## src/rtl/pong_pkg.sv

```systemverilog
// pong_pkg: shared game-state encoding, paddle x geometry and
// serve/point hold lengths for the game core and the renderer.
package pong_pkg;

    typedef enum logic [1:0] {
        ST_SERVE,
        ST_PLAY,
        ST_POINT,
        ST_OVER
    } state_e;

    // Left paddle columns; the right paddle mirrors them.
    localparam int LPAD_X_LO = 16;
    localparam int LPAD_X_HI = 23;
    localparam int PAD_W     = LPAD_X_HI - LPAD_X_LO + 1;

    localparam int SERVE_FRAMES = 60;
    localparam int POINT_FRAMES = 30;
    localparam int FCNT_W       = 6;

    // First column of the right paddle for a given screen width.
    function automatic int rpad_x_lo(input int h_res);
        return h_res - LPAD_X_LO - PAD_W;
    endfunction

endpackage

```

## src/rtl/pong_paddle.sv

```systemverilog
// pong_paddle: one paddle's top line, moved by a fixed step on
// each enabled frame and clamped to 0..V_RES-PADDLE_H.
// Ports: clk, rst_n (async, active low), step_en (frame move
//   strobe), btn_up, btn_down (both high = no move), pad_y.
module pong_paddle
    import pong_pkg::*;
#(
    parameter int V_RES       = 480,
    parameter int PADDLE_H    = 64,
    parameter int PADDLE_STEP = 4
) (
    input  logic       clk,
    input  logic       rst_n,
    input  logic       step_en,
    input  logic       btn_up,
    input  logic       btn_down,
    output logic [8:0] pad_y
);

    localparam logic [8:0] Y_MAX = 9'(V_RES - PADDLE_H);
    localparam logic [8:0] Y_RST = 9'((V_RES - PADDLE_H) / 2);
    localparam logic [8:0] STEP  = 9'(PADDLE_STEP);

    logic [8:0] pad_y_q;
    logic [8:0] pad_y_d;

    always_comb begin
        pad_y_d = pad_y_q;
        if (step_en && (btn_up != btn_down)) begin
            if (btn_up) begin
                pad_y_d = (pad_y_q < STEP) ? '0
                                           : pad_y_q - STEP;
            end else begin
                pad_y_d = (pad_y_q > Y_MAX - STEP) ? Y_MAX
                                                   : pad_y_q + STEP;
            end
        end
    end

    always_ff @(posedge clk or negedge rst_n) begin
        if (!rst_n) begin
            pad_y_q <= Y_RST;
        end else begin
            pad_y_q <= pad_y_d;
        end
    end

    assign pad_y = pad_y_q;

endmodule

```

## src/rtl/pong_game_state.sv

```systemverilog
// pong_game_state: per-frame Pong game core (serve, ball flight,
// paddle hits, scoring, game over). Updates once per frame_tick.
// Ports: clk, rst_n (async, active low), frame_tick, left/right
//   up/down buttons, score_reset, speed_sel; outputs lpad_y,
//   rpad_y, ball_x, ball_y, score_l, score_r, game_over.
// Build option: define PONG_SPEED_SEL_EN to take the ball speed
//   from speed_sel (sampled on entry to play); otherwise 2 px.
module pong_game_state
    import pong_pkg::*;
#(
    parameter int H_RES       = 640,
    parameter int V_RES       = 480,
    parameter int PADDLE_H    = 64,
    parameter int PADDLE_STEP = 4,
    parameter int BALL_SIZE   = 8,
    parameter int SCORE_MAX   = 9
) (
    input  logic       clk,
    input  logic       rst_n,
    input  logic       frame_tick,
    input  logic       left_up,
    input  logic       left_down,
    input  logic       right_up,
    input  logic       right_down,
    input  logic       score_reset,
    input  logic [1:0] speed_sel,
    output logic [8:0] lpad_y,
    output logic [8:0] rpad_y,
    output logic [9:0] ball_x,
    output logic [8:0] ball_y,
    output logic [3:0] score_l,
    output logic [3:0] score_r,
    output logic       game_over
);

    localparam logic [9:0] BX_C = 10'((H_RES - BALL_SIZE) / 2);
    localparam logic [8:0] BY_C = 9'((V_RES - BALL_SIZE) / 2);

    localparam logic signed [11:0] X_MAX = 12'(H_RES - BALL_SIZE);
    localparam logic signed [11:0] Y_MAX = 12'(V_RES - BALL_SIZE);
    localparam logic signed [11:0] L_SNAP = 12'(LPAD_X_HI + 1);
    localparam logic signed [11:0] R_SNAP =
        12'(rpad_x_lo(H_RES) - BALL_SIZE);
    localparam logic signed [11:0] PH_S = 12'(PADDLE_H);
    localparam logic signed [11:0] BS_S = 12'(BALL_SIZE);

    localparam logic [FCNT_W-1:0] SERVE_LAST =
        FCNT_W'(SERVE_FRAMES - 1);
    localparam logic [FCNT_W-1:0] POINT_LAST =
        FCNT_W'(POINT_FRAMES - 1);
    localparam logic [3:0] S_MAX = 4'(SCORE_MAX);

    state_e            state_q, state_d;
    logic [FCNT_W-1:0] fcnt_q, fcnt_d;
    logic [9:0]        bx_q, bx_d;
    logic [8:0]        by_q, by_d;
    logic              dx_neg_q, dx_neg_d;
    logic              dy_neg_q, dy_neg_d;
    logic [2:0]        spd_q, spd_d;
    logic              srv_r_q, srv_r_d;
    logic [3:0]        sl_q, sl_d;
    logic [3:0]        sr_q, sr_d;
    logic              go_q, go_d;

    logic [2:0]         spd_sel;
    logic               pad_en;
    logic signed [11:0] spd_s, nx, ny_raw, ny;
    logic signed [11:0] lp_s, rp_s;
    logic               dy_neg_b;
    logic               l_ovl, r_ovl;

`ifdef PONG_SPEED_SEL_EN
    assign spd_sel = {1'b0, speed_sel} + 3'd1;
`else
    logic unused_speed_sel;
    assign unused_speed_sel = ^speed_sel;
    assign spd_sel = 3'd2;
`endif

    assign pad_en = frame_tick && (state_q != ST_OVER);

    pong_paddle #(
        .V_RES      (V_RES),
        .PADDLE_H   (PADDLE_H),
        .PADDLE_STEP(PADDLE_STEP)
    ) u_lpad (
        .clk     (clk),
        .rst_n   (rst_n),
        .step_en (pad_en),
        .btn_up  (left_up),
        .btn_down(left_down),
        .pad_y   (lpad_y)
    );

    pong_paddle #(
        .V_RES      (V_RES),
        .PADDLE_H   (PADDLE_H),
        .PADDLE_STEP(PADDLE_STEP)
    ) u_rpad (
        .clk     (clk),
        .rst_n   (rst_n),
        .step_en (pad_en),
        .btn_up  (right_up),
        .btn_down(right_down),
        .pad_y   (rpad_y)
    );

    // Candidate ball position for this frame, vertical bounce folded in.
    assign spd_s  = $signed({9'b0, spd_q});
    assign nx     = $signed({2'b0, bx_q})
                  + (dx_neg_q ? -spd_s : spd_s);
    assign ny_raw = $signed({3'b0, by_q})
                  + (dy_neg_q ? -spd_s : spd_s);

    always_comb begin
        ny       = ny_raw;
        dy_neg_b = dy_neg_q;
        if (ny_raw <= 12'sd0) begin
            ny       = '0;
            dy_neg_b = 1'b0;
        end else if (ny_raw >= Y_MAX) begin
            ny       = Y_MAX;
            dy_neg_b = 1'b1;
        end
    end

    // Hits use the paddle rows as they stood before this frame's move.
    assign lp_s  = $signed({3'b0, lpad_y});
    assign rp_s  = $signed({3'b0, rpad_y});
    assign l_ovl = (ny < lp_s + PH_S) && (lp_s < ny + BS_S);
    assign r_ovl = (ny < rp_s + PH_S) && (rp_s < ny + BS_S);

    always_comb begin
        state_d  = state_q;
        fcnt_d   = fcnt_q;
        bx_d     = bx_q;
        by_d     = by_q;
        dx_neg_d = dx_neg_q;
        dy_neg_d = dy_neg_q;
        spd_d    = spd_q;
        srv_r_d  = srv_r_q;
        sl_d     = sl_q;
        sr_d     = sr_q;
        if (score_reset) begin
            sl_d    = '0;
            sr_d    = '0;
            state_d = ST_SERVE;
            fcnt_d  = '0;
            bx_d    = BX_C;
            by_d    = BY_C;
        end else if (frame_tick) begin
            unique case (state_q)
                ST_SERVE: begin
                    if (fcnt_q == SERVE_LAST) begin
                        state_d  = ST_PLAY;
                        fcnt_d   = '0;
                        dx_neg_d = !srv_r_q;
                        dy_neg_d = 1'b0;
                        spd_d    = spd_sel;
                    end else begin
                        fcnt_d = fcnt_q + 1'b1;
                    end
                end
                ST_PLAY: begin
                    bx_d     = nx[9:0];
                    by_d     = ny[8:0];
                    dy_neg_d = dy_neg_b;
                    if (dx_neg_q && nx <= L_SNAP && l_ovl) begin
                        bx_d     = L_SNAP[9:0];
                        dx_neg_d = 1'b0;
                    end else if (!dx_neg_q && nx >= R_SNAP
                                 && r_ovl) begin
                        bx_d     = R_SNAP[9:0];
                        dx_neg_d = 1'b1;
                    end else if (dx_neg_q && nx <= 12'sd0) begin
                        bx_d    = '0;
                        sr_d    = sr_q + 4'd1;
                        srv_r_d = 1'b0;
                        state_d = ST_POINT;
                        fcnt_d  = '0;
                    end else if (!dx_neg_q && nx >= X_MAX) begin
                        bx_d    = X_MAX[9:0];
                        sl_d    = sl_q + 4'd1;
                        srv_r_d = 1'b1;
                        state_d = ST_POINT;
                        fcnt_d  = '0;
                    end
                end
                ST_POINT: begin
                    if (fcnt_q == POINT_LAST) begin
                        fcnt_d = '0;
                        if (sl_q == S_MAX || sr_q == S_MAX) begin
                            state_d = ST_OVER;
                        end else begin
                            state_d = ST_SERVE;
                            bx_d    = BX_C;
                            by_d    = BY_C;
                        end
                    end else begin
                        fcnt_d = fcnt_q + 1'b1;
                    end
                end
                ST_OVER: begin
                    state_d = ST_OVER;
                end
            endcase
        end
        go_d = (state_d == ST_OVER);
    end

    always_ff @(posedge clk or negedge rst_n) begin
        if (!rst_n) begin
            state_q  <= ST_SERVE;
            fcnt_q   <= '0;
            bx_q     <= BX_C;
            by_q     <= BY_C;
            dx_neg_q <= 1'b0;
            dy_neg_q <= 1'b0;
            spd_q    <= 3'd2;
            srv_r_q  <= 1'b1;
            sl_q     <= '0;
            sr_q     <= '0;
            go_q     <= 1'b0;
        end else begin
            state_q  <= state_d;
            fcnt_q   <= fcnt_d;
            bx_q     <= bx_d;
            by_q     <= by_d;
            dx_neg_q <= dx_neg_d;
            dy_neg_q <= dy_neg_d;
            spd_q    <= spd_d;
            srv_r_q  <= srv_r_d;
            sl_q     <= sl_d;
            sr_q     <= sr_d;
            go_q     <= go_d;
        end
    end

    assign ball_x    = bx_q;
    assign ball_y    = by_q;
    assign score_l   = sl_q;
    assign score_r   = sr_q;
    assign game_over = go_q;

endmodule

```

## config.mk

```make
export PLATFORM = sky130hd
export DESIGN_NAME = pong_game_state
export DESIGN_NICKNAME = d
export VERILOG_FILES = /design/src/rtl/pong_pkg.sv /design/src/rtl/pong_paddle.sv /design/src/rtl/pong_game_state.sv
export SDC_FILE = /design/constraint.sdc
export NUM_CORES = 1
export LEC_CHECK = 0
export CORE_MARGIN = 2
export CORE_UTILIZATION = 30
export DETAILED_ROUTE_END_ITERATION = 16
export PLACE_DENSITY = 0.43
export SLEW_MARGIN = 20
export SYNTH_ARGS = -nofsm -noshare
export SYNTH_HDL_FRONTEND = slang
export SYNTH_SLANG_ARGS = --single-unit
export TNS_END_PERCENT = 100
```

## constraint.sdc

```tcl
create_clock -name clk -period 7.9 [get_ports clk]
set_clock_uncertainty 0.1 [all_clocks]
set_input_delay 1.185 -clock clk [delete_from_list [all_inputs] [get_ports clk]]
set_output_delay 1.185 -clock clk [all_outputs]
set_load 0.01 [all_outputs]
```

Yosys cells after proc, flatten, opt, wreduce, memory -nomap -nowiden
Cells that the tools add are included.
{"block": "word_totals", "output_inout_bits": 46, "wordCells": 159, "regBits": 57}
{"block": "op_classes", "n_eq_ne": 22, "reduce_logical": 30, "bitwise_logic": 3, "order_cmp": 14, "mux": 66, "add_sub_neg": 12}
{"cell": "$mux 9", "n": 10}
{"cell": "$mux 10", "n": 8}
{"cell": "$mux 4", "n": 13}
{"cell": "$mux 12", "n": 4}
{"cell": "$mux 6", "n": 8}
{"cell": "$ge 12x11->1 const B", "n": 2}
{"cell": "$le 12x1->1 const B", "n": 2}
{"cell": "$lt 10x12->1", "n": 2}
{"cell": "$lt 12x11->1", "n": 2}
{"cell": "$add 9x7->10 const B", "n": 2}
{"cell": "$pmux 10 s2", "n": 1}
{"cell": "$reduce_and 5->1", "n": 4}
{"cell": "$add 9x3->9 const B", "n": 2}
{"cell": "$gt 9x9->1 const B", "n": 2}
{"cell": "$lt 9x3->1 const B", "n": 2}
{"cell": "$mux 2", "n": 9}
{"cell": "$ne 3x3->1 const B", "n": 6}
{"cell": "$pmux 6 s3", "n": 1}
{"cell": "$pmux 9 s2", "n": 1}
{"cell": "$sub 9x3->9 const B", "n": 2}
{"cell": "$add 10x12->12", "n": 1}
{"cell": "$add 11x12->12", "n": 1}
{"cell": "$add 12x5->12 const B", "n": 1}
{"cell": "$ge 12x10->1 const B", "n": 1}
{"cell": "24 further kinds", "n": 60}

Depth between registers and ports, before layout
Gate-level depths: netlist of the first run.
{"block": "logic_depth", "ltp_word": 15, "mapped_depth": 22, "mapped_depth_nobuf": 21}

Cells and area by module
Synthesis of the first run repeated with hierarchy kept, for this count alone.
{"block": "unflattened", "cells_unflattened": 684, "hier_area_um2": 5703.0}
{"module": "pong_game_state", "area_each_um2": 4384.2, "cells_per_inst": 536, "seq_area_each_um2": 964.7, "n_inst": 1}
{"module": "pong_paddle at u_lpad", "area_each_um2": 704.4, "cells_per_inst": 81, "seq_area_each_um2": 178.9, "n_inst": 1}
{"module": "pong_paddle at u_rpad", "area_each_um2": 614.3, "cells_per_inst": 67, "seq_area_each_um2": 178.9, "n_inst": 1}

Least setup slack after synthesis of the first run
No wires, ideal clock.
{"block": "synth_timing", "path_type": "register -> register", "from": "reg dy_neg_q", "to": "reg fcnt_q[0]", "stages_incl_launch_ff": 18, "arrival_time_ns": 4.831, "path_buffers": 0, "slack_ns": 2.841, "cell_sequence": "dfrtp_1 > ha_1 > a211oi_4 > o31ai_1 > a21oi_1 > o22a_1 > nor2_1 > a41o_1 > nor2_1 > mux2i_1 > ha_1 > or4_1 > o221a_1 > maj3_2 > o2111ai_2 > nand3_2 > a41oi_4 > mux2_1"}
{"block": "synth_via", "elab_chain_len": 11, "word_cells_on_any_way": 18, "classes_between": "2 x add/sub; 6 x order compare; 2 x eq/ne; 3 x mux; 5 x reduce/logical"}
{"item": "start: declaration", "line": "pong_game_state.sv:58", "text": "logic dy_neg_q, dy_neg_d;"}
{"item": "start signal: assignment", "line": "pong_game_state.sv:230", "text": "dy_neg_q <= dy_neg_d;"}
{"item": "$mux 12 (*)", "line": "pong_game_state.sv:113", "text": "+ (dy_neg_q ? -spd_s : spd_s);"}
{"item": "$add 10x12->12 (*)", "line": "pong_game_state.sv:113"}
{"item": "$ge 12x10->1", "line": "pong_game_state.sv:121", "text": "end else if (ny_raw >= Y_MAX) begin"}
{"item": "$mux 12", "line": "pong_game_state.sv:121"}
{"item": "$mux 12 (*)", "line": "pong_game_state.sv:118", "text": "if (ny_raw <= 12'sd0) begin"}
{"item": "$add 12x5->12", "line": "pong_game_state.sv:130, pong_game_state.sv:131"}
{"item": "$lt 10x12->1 (on tied branches)", "line": "pong_game_state.sv:131, pong_game_state.sv:130"}
{"item": "$logic_and 1x1->1 (on tied branches)", "line": "pong_game_state.sv:131, pong_game_state.sv:130"}
{"item": "$logic_and 1x1->1 (on tied branches)", "line": "pong_game_state.sv:172, pong_game_state.sv:168"}
{"item": "$ne 3x3->1 (no source line)"}
{"item": "$reduce_and 5->1 (no source line) (*)"}
{"item": "end signal: assignment", "line": "pong_game_state.sv:226", "text": "fcnt_q <= fcnt_d;"}
{"item": "end: declaration", "line": "pong_game_state.sv:54", "text": "logic [FCNT_W-1:0] fcnt_q, fcnt_d;"}
Mark *: on every way between the ends. The rest lies on a longest branch, timed or not.
A chain may end at the register's enable or synchronous reset.

Final worst setup path of the first run
Same ends and word-level chain as after synthesis.

==> metrics, run 1 <==
CP endpoint kind=register; core footprint=18000 um^2; First-pass DRT Iterations=5; starting density of the core=30.8%; metal2 WL=7.37 mm; Worst Setup EP=fcnt_q[0]; largest cells by area after synthesis=dfrtp_1, ha_1, dfstp_2; Post-synth EDFFs=0; Tot GR Track Use=16.6%; path depth of the worst reg2reg path=17; crit path launch type=register; post-synthesis compound-gate area fraction=30.1%; Inst Count DP=935; Slew HR=46.8%; Die H=140 um; CP startpoint=dy_neg_q; layout cells sized above 1=8.68%; flops & latches, synth=52; Bufs on Longest Clock Path=2; Simple-Gate Fraction of Synth Area=21.0%; post_cts resized=0; Worst Path Max Fanout=16; GP Congestion=0.816; Die W=140 um; Clock Tree Root=clkbuf_16; Setup WS post-layout=1760 ps; outcome=complete, no violations; Final Cell Area=6350 um^2; largest family of logic cells by synthesized area=compound AO/OA/AOI/OAI gates; hpwl dp=12.3 mm; M1 wire length=8.16 mm; RSZ-0062 raised after global routing=no; TritonCTS Sinks=52; CTS tree=yes; H-tree depth=2; VDD IR max=0.0000968 V; ANT cells=0; Post-CTS Hold Fix Bufs=0; Setup Slack @ Placement=1710 ps; fin. max-slew vios=0; CTS Buf Count=5; initial antenna violation count=0; final setup violation count=0; mapped cell area=5550 um^2; Setup Fix Bufs, Post-CTS=0; Port-buffer cells=48; Die ar.=19600 um^2; Synth Warn #=0; Hold WS=421 ps; Synth Flop Type=dfrtp_1; crit path DAT=6250 ps; sequential area share after synthesis=23.8%; number of global-route vias before repair=4962; first-pass GRT wire length=26.6 mm; setup TNS=0 ps; synth unique cells=89; max_cap viols=0; multiplexer share of the synthesized area=1.74%; Area Growth Syn to Fin=14.4%; Mean Syn Cell Area=8.12 um^2; clock slew at reported path FFs=80 ps; IO Count=56; Critical-path top delay cell=dfrtp_1; Detail Route Antenna Nets=0; Top Layer Used=met4; maximum clock rate=163 MHz; routed length on met3=559 um; Syn Inst Count=683; Hold Path Class=reg -> reg; Synth area leader=dfrtp_1; Synth top area share=15.8%; Worst Setup Path Type=reg -> reg; grt ovf=0; pin slew with the least headroom to its limit=797 ps; Tmin final=6140 ps; worst skew pair latency=310 ps; DP Area=6190 um^2; async set-reset flop share out of synthesis=100%; CP peak stage delay=770 ps; Routed WL=16.3 mm; XOR/XNOR Fraction of Synth Area=3.29%; DR vias/cell=5.58; drt wl/cell=17.3 um; Vias=5264; Final Non-Filler Cells=943; DRC=0; final cycle utilization of the critical path=77.8%; maximum number of pins on one net before global-route repair=53; Fin. Hold Viols=0; worst r2r src=dy_neg_q; area share of fa/ha/maj cells after synthesis=14.4%; CP required=8000 ps; crit-path most repeated cell=nor2_1; # fillers=1909; layout net count=784; initial drt markers=388; reg2reg setup slack=1760 ps; reg-to-reg endpoint=fcnt_q[0]; LEAKAGE=2.53 nW; critical-path cell list=ha_1 > nor2_1 > o31ai_1 > a21oi_1 > o22a_1 > nor2_1 > a41o_1 > nor2_1 > mux2i_1 > ha_1 > or4_1 > o221a_1 > maj3_2 > o2111ai_2 > nand3_2 > a41oi_4 > mux2_1; PD cells=165 nW/um^2; row count=49
## power by group
part	internal [mW]	switching [mW]
sequential	0.300	0.0868
combinational	0.195	0.223
clock	0.121	0.125
total	0.616	0.434
## logic make-up (layout without fill, tap and decap cells)
family,after synthesis,count (layout)
adder cells (fa/ha/maj),63,63
XOR/XNOR,20,20
other,1,7
AO/OA/AOI/OAI,228,228
buffers and inverters,71,96
multiplexers,9,9
flip-flops,52,52
AND/OR/NAND/NOR,239,239
## per-stage QoR
stage | utilization [%] | total power, mW
2_1_floorplan | - | 0.663
3_3_place_gp | 34.3 | 0.806
3_5_place_dp | 34.3 | 0.810
4_1_cts | 35.2 | 1.06
5_1_grt | 35.2 | 1.13
6_report | 35.2 | 1.05
## synthesized netlist by cell type, drive strengths merged, types with 5 or more instances
cell and count:
nor2 71, nand2 62, ha 59, a21oi 54, o21ai 47, inv 36
dfrtp 35, clkbuf 21, nand3 21, nor3 19, dfstp 17, a211oi 15
xnor2 14, buf 13, nor2b 13, a31oi 12, a21o 8, and3 8
o22ai 8, a211o 7, and2 7, o211ai 7, or4 7, a311oi 6
o22a 6, xor2 6, mux2 5, nand2b 5, nand4 5, nor4 5
## sequential cells by signal, indices dropped and copies added, names as in the netlist, 2 cells and up
register	flops
state_q	2
score_r	4
ball_y	9
ball_x	9
u_rpad.pad_y	7
score_l	4
fcnt_q	6
u_lpad.pad_y	7
## worst max-delay path: cells and delay by family, from the launching register on
family / cells / cell delay (ps)
adders and majority gates: 3 / 1010
muxes: 2 / 610
and+or+nand+nor: 5 / 1620
DFF: 1 / 770
AOI/OAI and AO/OA: 7 / 1900
## worst min path at each step
stage,slack (ps),startpoint,cells after the start,end
floorplan,400,srv_r_q,1,srv_r_q
global placement,410,ball_x[7],2,ball_x[7]
detailed placement,410,srv_r_q,1,srv_r_q
CTS,420,srv_r_q,1,srv_r_q
global route,440,srv_r_q,1,srv_r_q
finish,420,srv_r_q,1,srv_r_q
## cell usage in the layout (no fill, tap or decap), drive strengths merged, types with 5 or more instances in the layout
| cell type | n |
|---|---|
| nor2 | 71 |
| nand2 | 62 |
| ha | 59 |
| a21oi | 54 |
| clkdlybuf4s50 | 47 |
| o21ai | 47 |
| inv | 37 |
| dfrtp | 35 |
| nand3 | 21 |
| nor3 | 19 |
| dfstp | 17 |
| a211oi | 15 |
| xnor2 | 14 |
| nor2b | 13 |
| a31oi | 12 |
| and3 | 8 |
| a21o | 8 |
| o22ai | 8 |
| and2 | 7 |
| o211ai | 7 |
| a211o | 7 |
| conb | 7 |
| or4 | 7 |
| xor2 | 6 |
| o22a | 6 |
| a311oi | 6 |
| nand2b | 5 |
| nor4 | 5 |
| nand4 | 5 |
| clkbuf | 5 |
| mux2 | 5 |
## per-layer routing
| layer | GRT usage (%) | vias up |
|---|---|---|
| li1 | - | 2592 |
| met1 | 24.4 | 2557 |
| met2 | 26.2 | 105 |
| met3 | 1.91 | 10 |
| met4 | 3.74 | 0 |
| met5 | 0 | - |
## cell type report
class / instances / area, um^2 / share of cell area [%]
Clock buffer: 5 / 125 / 1.97
Clock inverter: 3 / 27.5 / 0.434
Inverter: 37 / 140 / 2.21
Sequential cell: 52 / 1320 / 20.8
Tap cell: 229 / 287 / 4.51
Multi-Input combinational cell: 566 / 3950 / 62.2
Timing Repair Buffer: 51 / 498 / 7.84
Note: power is estimated with default switching activity, not from simulation.
==> inputs of run 2 (changes only) <==
- PLACE_DENSITY: 0.43 -> 0.45
- clock period: 7.9 -> 5.5 ns (I/O delays scaled with it)
==> run 2 against run 1 <==
Net effect:
- first-iteration DRC count is 5.4% lower
- sequential power up 44%
- count of clock-buffer cells in the layout unchanged
- non-clock buffer count increased by 20
- via count up 1.2%
- core utilization increased by 1.4 points
- routed wire length up 1.7%
- die area is the same
- fmax is 17% higher
- final cell count up 2.1%
- total power is 46% higher
- final area up 3.9%
- critical path type unchanged
- critical endpoint is now score_r[2]
==> metrics, run 2 (synthesis results as in run 1) <==
reg-to-reg endpoint=score_r[2]; setup TNS=0 ps (unchanged); Die ar.=19600 um^2 (unchanged); drt wl/cell=17.2 um (-0.40%); pin slew with the least headroom to its limit=732 ps (-65.4 ps); Slew HR=51.0% (+4.3 points); Clock Tree Root=clkbuf_16; Worst Setup Path Type=reg -> reg; IO Count=56 (unchanged); hold path depth=2 (+1); Die H=140 um (unchanged); Vias=5329 (+1.2%); Area Growth Syn to Fin=18.9%; Bufs on Longest Clock Path=2 (unchanged); Worst Setup EP=score_r[2]; initial drt markers=367 (-5.4%); CTS Buf Count=5 (unchanged); utilization after layout=36.6% (+1.4 points); reg2reg setup slack=270 ps (-1490 ps); path depth of the worst reg2reg path=20 (+3); VDD IR max=0.000121 V (+25%); most frequent cells in the layout=nor2_1, nand2_1, ha_1; M1 wire length=8.39 mm (+2.7%); CP startpoint=ball_y[2]; final cycle utilization of the critical path=95.1% (+17 points); RSZ-0062 raised after global routing=no; number of global-route vias before repair=5004 (+0.85%); first-pass GRT wire length=27.0 mm (+1.5%); PD cells=233 nW/um^2 (+41%); Die W=140 um (unchanged); routed length on met3=614 um (+9.8%); DR vias/cell=5.53 (-0.87%); CP endpoint kind=register; CP required=5600 ps (-2400 ps); First-pass DRT Iterations=5 (unchanged); grt ovf=0 (unchanged); core footprint=18000 um^2 (unchanged); hpwl dp=12.5 mm (+1.4%); worst skew pair latency=320 ps (about the same); Hold Path Class=reg -> reg; layout net count=804 (+2.6%); maximum number of pins on one net before global-route repair=53 (unchanged); Tmin final=5230 ps (-914 ps); maximum clock rate=191 MHz (+17%); Routed WL=16.6 mm (+1.7%); crit path DAT=5330 ps (-920 ps); max_cap viols=0 (unchanged); ANT cells=0 (unchanged); crit path launch type=register; # fillers=1895 (-0.73%); fin. max-slew vios=0 (unchanged); Port-buffer cells=48 (unchanged); CTS tree=yes; worst r2r src=ball_y[2]; outcome=complete, no violations; Reg area=1320 um^2 (about the same); Tot GR Track Use=16.8% (+0.15 points); Post-CTS Hold Fix Bufs=0 (unchanged); Fin. Hold Viols=0 (unchanged); row count=49 (unchanged); GP Congestion=0.865 (+5.9%); H-tree depth=2 (unchanged); Detail Route Antenna Nets=0 (unchanged); DRC=0 (unchanged); clock slew at reported path FFs=80 ps (about the same); multi-input combinational cell area=4050 um^2 (+2.5%); LEAKAGE=2.62 nW (+3.8%); metal2 WL=7.45 mm (+1.1%); final setup violation count=0 (unchanged); commonest non-fill, non-tap cell in the layout=nor2_1; Worst Path Max Fanout=6 (-10); TritonCTS Sinks=52 (unchanged); Top Layer Used=met4; starting density of the core=30.8% (unchanged); layout cells sized above 1=13.5% (+4.8 points); initial antenna violation count=0 (unchanged)
## run 2: cell types whose count changed in the layout (fill, tap and decap cells not counted), moves of 3 or more
| cell | delta |
|---|---|
| a21oi_1 | -4 |
| ha_1 | -3 |
| buf_4 | +19 |
| a21oi_2 | +4 |
| o21ai_1 | +3 |
| o21ai_0 | -3 |
## run 2: cell type report
cell class / instances / area share (%)
well taps: 229 / 4.34
inverters: 37 / 2.12
clock inverters: 3 / 0.379
clock buffers: 5 / 1.90
flip-flops and latches: 52 / 20.1
multi-input cells: 566 / 61.4
repair buffers: 71 / 9.83
## run 2: metal layers
| layer | vias to the layer above | GRT usage [%] |
|---|---|---|
| met5 | - | 0 |
| met1 | 2590 | 24.7 |
| met3 | 8 | 2.50 |
| met2 | 108 | 26.6 |
| li1 | 2623 | - |
| met4 | 0 | 2.53 |
## run 2: worst min path at each step
stage               from        end  slack [ps]
2_1_floorplan    srv_r_q    srv_r_q         400
3_3_place_gp   ball_x[7]  ball_x[7]         410
3_5_place_dp   ball_x[7]  ball_x[7]         400
4_1_cts        ball_x[7]  ball_x[7]         420
5_1_grt          srv_r_q    srv_r_q         440
6_report       ball_x[7]  ball_x[7]         410
## run 2: through the flow
stage	hold slack (ps)	setup WS [ps]	cell area, um^2	std cells	total power, mW
2_1_floorplan	396	441	5570	689	0.952
3_3_place_gp	406	103	6310	951	1.16
3_5_place_dp	401	43.1	6310	951	1.17
4_1_cts	419	18.2	6460	959	1.53
5_1_grt	444	15.1	6600	963	1.67
6_report	408	270	6600	963	1.53
## run 2: critical path, stage by stage (launching register included)
cell and delay, ps:
dfstp_2 580, ha_1 270, a211oi_4 340, o31ai_2 160, a2111o_1 390, o22a_1 260
nor2_1 160, a41o_1 270, nor2_1 80, buf_4 160, ha_1 280, inv_1 50
a21o_1 180, or4_1 400, o221a_1 230, maj3_2 330, o2111ai_2 120, nand3_2 140
buf_4 190, nand3_1 110, mux2_2 330
## run 2: timing repair
action,in CTS,in global routing
endpoints found under the setup margin,0,26
resized for setup,0,25
setup buffers,0,4
## run 2: power breakdown
group	switching, mW	total (mW)	internal [mW]
combinational	0.332	0.626	0.295
clock	0.179	0.352	0.173
sequential	0.124	0.556	0.431
==> inputs of run 3 (changes only) <==
- HOLD_SLACK_MARGIN: default -> 0.15
==> results of run 3 <==
The final DEF is identical to that of run 2; final timing and power are the same.
